[src/rtl/cascade_cmp_seq_if.sv]
// rtl/cascade_cmp_seq_if.sv - request/result bundle for the sequential cascade comparator
//
// Purpose: groups the start/busy/done handshake, the operands and the
//          compare results into one port.
// Signals:
//   start   requester -> comparator, request (sampled only while busy=0)
//   a, b    requester -> comparator, W = 4*NIBBLES operands
//   cas_in  requester -> comparator, initial cascade state {gt, lt, eq}
//   busy    comparator -> requester, high while the operation runs and in its done cycle
//   done    comparator -> requester, one-cycle pulse when eq/lt/gt update
//   eq/lt/gt comparator -> requester, registered result
// Modports: master = requester side, slave = comparator side.
interface cascade_cmp_seq_if #(
  parameter int NIBBLES = 4
);
  logic                   start;
  logic [4*NIBBLES-1:0]   a;
  logic [4*NIBBLES-1:0]   b;
  logic [2:0]             cas_in;
  logic                   busy;
  logic                   done;
  logic                   eq;
  logic                   lt;
  logic                   gt;

  modport master (
    output start, a, b, cas_in,
    input  busy, done, eq, lt, gt
  );

  modport slave (
    input  start, a, b, cas_in,
    output busy, done, eq, lt, gt
  );
endinterface

[src/rtl/cascade_cmp_seq.sv]
// rtl/cascade_cmp_seq.sv - multi-cycle magnitude compare, one 4-bit cascade step per clock
//
// Purpose: compares two 4*NIBBLES-bit operands LSB nibble first, folding each
//          nibble pair into a running {gt, lt, eq} cascade state. The result is
//          registered and presented with a one-cycle done pulse NIBBLES+1
//          cycles after the start is accepted.
// Ports:
//   clk   clock, all state changes on the rising edge
//   rst   synchronous active-high reset
//   bus   cascade_cmp_seq_if.slave (start, a, b, cas_in in; busy, done, eq, lt, gt out)
// Build option: define CMP_SIGNED_EN for two's complement operands (the MSB
//               slice forces the result when the sign bits differ).
module cascade_cmp_seq #(
  parameter int NIBBLES = 4
) (
  input  logic               clk,
  input  logic               rst,
  cascade_cmp_seq_if.slave   bus
);
  localparam int W  = 4 * NIBBLES;
  localparam int CW = (NIBBLES > 1) ? $clog2(NIBBLES) : 1;

  typedef enum logic [1:0] {
    IDLE = 2'd0,
    RUN  = 2'd1,
    DONE = 2'd2
  } state_t;

  state_t          state_q, state_d;
  logic [W-1:0]    a_q, a_d;
  logic [W-1:0]    b_q, b_d;
  logic [2:0]      cas_q, cas_d;   // {g, l, e}
  logic [CW-1:0]   cnt_q, cnt_d;
  logic [2:0]      res_q, res_d;   // {gt, lt, eq}

  logic [3:0]      x, y;
  logic            last;
  logic [2:0]      step;

  // Operands shift right each step, so the current slice is always the low nibble.
  assign x    = a_q[3:0];
  assign y    = b_q[3:0];
  assign last = (cnt_q == CW'(NIBBLES - 1));

  always_comb begin
    step[0] = (x == y) & cas_q[0];
    step[1] = (x < y) | ((x == y) & cas_q[1]);
    step[2] = (x > y) | ((x == y) & cas_q[2]);
`ifdef CMP_SIGNED_EN
    // On the sign slice differing sign bits decide the result outright.
    if (last && (x[3] != y[3])) begin
      step = {y[3], x[3], 1'b0};
    end
`endif
  end

  always_ff @(posedge clk) begin
    if (rst) begin
      state_q <= IDLE;
      a_q     <= '0;
      b_q     <= '0;
      cas_q   <= '0;
      cnt_q   <= '0;
      res_q   <= '0;
    end else begin
      state_q <= state_d;
      a_q     <= a_d;
      b_q     <= b_d;
      cas_q   <= cas_d;
      cnt_q   <= cnt_d;
      res_q   <= res_d;
    end
  end

  always_comb begin
    state_d = state_q;
    a_d     = a_q;
    b_d     = b_q;
    cas_d   = cas_q;
    cnt_d   = cnt_q;
    res_d   = res_q;
    unique case (state_q)
      IDLE: begin
        if (bus.start) begin
          a_d     = bus.a;
          b_d     = bus.b;
          cas_d   = bus.cas_in;
          cnt_d   = '0;
          state_d = RUN;
        end
      end
      RUN: begin
        a_d   = a_q >> 4;
        b_d   = b_q >> 4;
        cas_d = step;
        if (last) begin
          res_d   = step;
          state_d = DONE;
        end else begin
          cnt_d = cnt_q + 1'b1;
        end
      end
      DONE: begin
        state_d = IDLE;
      end
      default: begin
        state_d = IDLE;
      end
    endcase
  end

  assign bus.busy = (state_q != IDLE);
  assign bus.done = (state_q == DONE);
  assign bus.gt   = res_q[2];
  assign bus.lt   = res_q[1];
  assign bus.eq   = res_q[0];
endmodule
[src/flat_wrapper.sv]
// flat-port wrapper written by rule: the top's interface ports become plain ports
module cascade_cmp_seq_flat 
#(
  parameter int NIBBLES = 4
)
  (clk, rst, bus_start, bus_a, bus_b, bus_cas_in, bus_busy, bus_done, bus_eq, bus_lt, bus_gt);
  cascade_cmp_seq_if #(.NIBBLES(NIBBLES)) bus_i ();
  input  logic clk;
  input  logic rst;
  input wire logic [$bits(bus_i.start)-1:0] bus_start;
  input wire logic [$bits(bus_i.a)-1:0] bus_a;
  input wire logic [$bits(bus_i.b)-1:0] bus_b;
  input wire logic [$bits(bus_i.cas_in)-1:0] bus_cas_in;
  output wire logic [$bits(bus_i.busy)-1:0] bus_busy;
  output wire logic [$bits(bus_i.done)-1:0] bus_done;
  output wire logic [$bits(bus_i.eq)-1:0] bus_eq;
  output wire logic [$bits(bus_i.lt)-1:0] bus_lt;
  output wire logic [$bits(bus_i.gt)-1:0] bus_gt;
  assign bus_i.start = bus_start;
  assign bus_i.a = bus_a;
  assign bus_i.b = bus_b;
  assign bus_i.cas_in = bus_cas_in;
  assign bus_busy = bus_i.busy;
  assign bus_done = bus_i.done;
  assign bus_eq = bus_i.eq;
  assign bus_lt = bus_i.lt;
  assign bus_gt = bus_i.gt;
  cascade_cmp_seq #(.NIBBLES(NIBBLES)) u_core (.clk(clk), .rst(rst), .bus(bus_i));
endmodule
[config.mk]
export PLATFORM = sky130hd
export DESIGN_NAME = cascade_cmp_seq_flat
export DESIGN_NICKNAME = d
export VERILOG_FILES = /design/src/rtl/cascade_cmp_seq_if.sv /design/src/rtl/cascade_cmp_seq.sv /design/src/flat_wrapper.sv
export SDC_FILE = /design/constraint.sdc
export NUM_CORES = 1
export LEC_CHECK = 0
export ABC_AREA = 1
export CORE_MARGIN = 2
export CORE_UTILIZATION = 35
export CTS_BUF_LIST = sky130_fd_sc_hd__clkbuf_4 sky130_fd_sc_hd__clkbuf_8 sky130_fd_sc_hd__clkbuf_16
export DETAILED_ROUTE_END_ITERATION = 6
export PLACE_DENSITY = 0.64
export SLEW_MARGIN = 20
export SYNTH_ARGS = -nofsm -noshare
export SYNTH_HDL_FRONTEND = slang
export SYNTH_SLANG_ARGS = --single-unit
[constraint.sdc]
create_clock -name clk -period 4.03 [get_ports clk]
set_clock_uncertainty 0.2 [all_clocks]
set_input_delay 0.403 -clock clk [delete_from_list [all_inputs] [get_ports clk]]
set_output_delay 0.403 -clock clk [all_outputs]
set_load 0.01 [all_outputs]
==> results.sh <==
export IMPL_cts_tree="done"
export IMPL_pin_count=43
export IMPL_grt_pass1_wl_um=7000
export IMPL_powerDensity_nw_per_um2=407
export IMPL_start_util_pct=36.5
export IMPL_synthXorXnorAreaFrac_pct=0
export IMPL_dpl_hpwl_um=2820
export IMPL_clk_pin_slew_ns=0.08
export IMPL_synthAdderAreaFrac_pct=3.36
export IMPL_power_mw=0.966
export IMPL_drt_iter0_drc=85
export IMPL_drc=0
export IMPL_gp_congestion=0.755
export IMPL_diodes=0
export IMPL_synth_simple_gate_area_share_pct=13.9
export IMPL_synth_top_family_by_area="compound AO/OA/AOI/OAI gates"
export IMPL_ys_ff_latch=42
export IMPL_overflow=0
export IMPL_muxShareOfSynthArea_pct=0
export IMPL_setup_ws_ns=1.84
export IMPL_fin_nets=301
export IMPL_cp_arrival_ns=1.59
export IMPL_yosysSeqAreaShare_pct=45.2
export IMPL_rsz0062_at_grt="false"
export IMPL_finalSetupTns_ns=0
export IMPL_syn_area_um2=1860
export IMPL_final_cells=328
export IMPL_num_rows=26
export IMPL_cp_num_cells=3
export IMPL_async_reset_ff_share_pct=0
export IMPL_finalCriticalPeriod_ns=2.19
export IMPL_slew_headroom_pct=45.7
export IMPL_place_area_um2=2260
export IMPL_worstReg2RegEnd="u_core.cnt_q[1]"
export IMPL_track_usage_pct=14.9
export IMPL_vias_per_cell=5.02
export IMPL_required_ns=3.43
export IMPL_start_kind="register"
export IMPL_area_growth_pct=27.4
export IMPL_cts_htree_levels=2
export IMPL_num_vias=1648
export IMPL_portBuffers=42
export IMPL_grt_pass1_vias=1506
export IMPL_max_stage_delay_ns=0.49
export IMPL_cts_repair_resized=0
export IMPL_die_h_um=76.9
export IMPL_synth_compound_area_share_pct=27.9
export IMPL_cts_buffers=5
export IMPL_min_from="u_core.res_q[0]"
export IMPL_critical_path_buf_inv_count=2
export IMPL_dp_cells=321
export IMPL_synth_edff_count=0
export IMPL_cts_setup_buffers=0
export IMPL_critPathTopFamily="buffers and inverters"
export IMPL_drv_cap=0
export IMPL_pre_cts_ws_ns=1.54
export IMPL_path_class="register to primary output"
export IMPL_postRouteAntennaNets=0
export IMPL_antenna_found_initial=0
export IMPL_fin_crit_sh_pct=54.4
export IMPL_drt_total_wl_um=4240
export IMPL_outcome="completed"
export IMPL_worstHoldPathCells=2
export IMPL_r2r_slack_ns=2.24
export IMPL_cts_buffer_depth=2
export IMPL_fmax_mhz=456
export IMPL_postCtsHoldBufs=0
export IMPL_synth_cells=225
export IMPL_timing_rr_start="u_core.state_q[0]"
export IMPL_dieWidth_um=76.9
export IMPL_slowest_stage="clkdlybuf4s50_1"
export IMPL_cp_end_kind="primary output"
export IMPL_yosysUniqueCellTypes=24
export IMPL_core_area_um2=5110
export IMPL_min_path_type="register to register"
export IMPL_finalMaxSlewViolations=0
export IMPL_crit_path_end="bus_busy"
export IMPL_r2r_cells=5
export IMPL_synth_warnings=0
export IMPL_final_area_um2=2370
export IMPL_clock_latency_ns=0.29
export IMPL_clock_root_buffer="clkbuf_8"
export IMPL_vdd_drop_max_mv=0.134
export IMPL_leakage_nw=0.895
export IMPL_first_pass_iters=4
export IMPL_cts_sinks=42
export IMPL_synth_nets=268
export IMPL_synth_area_per_cell_um2=8.27
export IMPL_crit_start="u_core.state_q[0]"
export IMPL_ys_flop_type="dfxtp_1"
export IMPL_wire_per_inst_um=12.9
export IMPL_grt_max_degree=53
export IMPL_path_max_fanout=10
export IMPL_crit_chain="nor2_2 -> inv_1 -> clkdlybuf4s50_1"
export IMPL_setup_violations_final=0
export IMPL_hold_viol=0
export IMPL_drive_above_1_share_pct=8.14
export IMPL_worstMarginPinSlew_ns=0.814
export IMPL_die_area_um2=5920
final cells by class:
class	count	area (um^2)
inverters	17	68.8
clock buffers	6	82.6
well taps	70	87.6
repair buffers	42	420
flip-flops and latches	42	841
multi-input cells	150	841
clock inverters	1	30.0
fillers	512	2740
kinds of logic after synthesis:
group                      after synthesis
AOI/OAI and AO/OA                       94
DFF                                     42
and+or+nand+nor                         51
buffers and inverters                   33
adders and majority gates                5
flip-flops by register name, summed over array words and instances, names as in the netlist:
register	cells
u_core.a_q	16
u_core.b_q	16
u_core.cas_q	3
u_core.res_q	3
u_core.cnt_q	2
u_core.state_q	2
through the flow:
stage          util [%]  hold WS (ns)
2_1_floorplan         -         0.239
3_3_place_gp       44.2         0.253
4_1_cts            46.4         0.266
3_5_place_dp       44.2         0.253
5_1_grt            46.4         0.299
6_report           46.4         0.265
power breakdown:
part	internal, mW	leakage (nW)	switching (mW)	total (mW)
clock network	0.198	0.0573	0.138	0.336
logic	0.0777	0.490	0.0870	0.165
registers	0.447	0.347	0.0189	0.466
Yosys cell counts (3+ instances only):
library cell / number / area share, %
dfxtp_1: 42 / 45
inv_1: 14 / 2.8
o22ai_1: 24 / 8.1
o21ai_1: 27 / 7.3
a21oi_1: 37 / 9.9
buf_2: 7 / 1.9
a21oi_2: 3 / 1.4
nand3_1: 21 / 5.6
ha_1: 5 / 3.4
nand2_1: 18 / 3.6
nor2_1: 4 / 0.81
buf_6: 5 / 3.0
routing by layer:
layer / vias to the layer above / GRT usage (%) / routed length (um)
met5: - / 0 / 0
met4: 0 / 6.00 / 69
met3: 6 / 3.76 / 229
met2: 44 / 22.8 / 1880
met1: 729 / 19.9 / 2060
li1: 869 / - / -
cell usage in the layout, fill, tap and decap left out, types with 3 or more instances in the layout:
cell / netlist / routed
a21oi_1: 37 / 37
a21oi_2: 3 / 3
clkbuf_8: 0 / 6
clkdlybuf4s50_1: 0 / 42
dfxtp_1: 42 / 42
ha_1: 5 / 5
inv_1: 14 / 14
nand2_1: 18 / 18
nand3_1: 21 / 21
nor2_1: 4 / 4
o21ai_1: 27 / 27
o22ai_1: 24 / 24
how the worst min path moves through the flow:
stage	to	slack (ns)
floorplan	u_core.cnt_q[0]	0.24
global placement	u_core.cnt_q[1]	0.25
detailed placement	u_core.res_q[0]	0.25
CTS	u_core.res_q[0]	0.27
global route	u_core.cnt_q[0]	0.30
finish	u_core.res_q[0]	0.26
tightest hold or removal path, cell delays in order (launching register included):
cell,delay [ns]
dfxtp_1,0.31
nand2_1,0.06
a21oi_1,0.05
No activity file was read; power rests on OpenSTA's default activity.
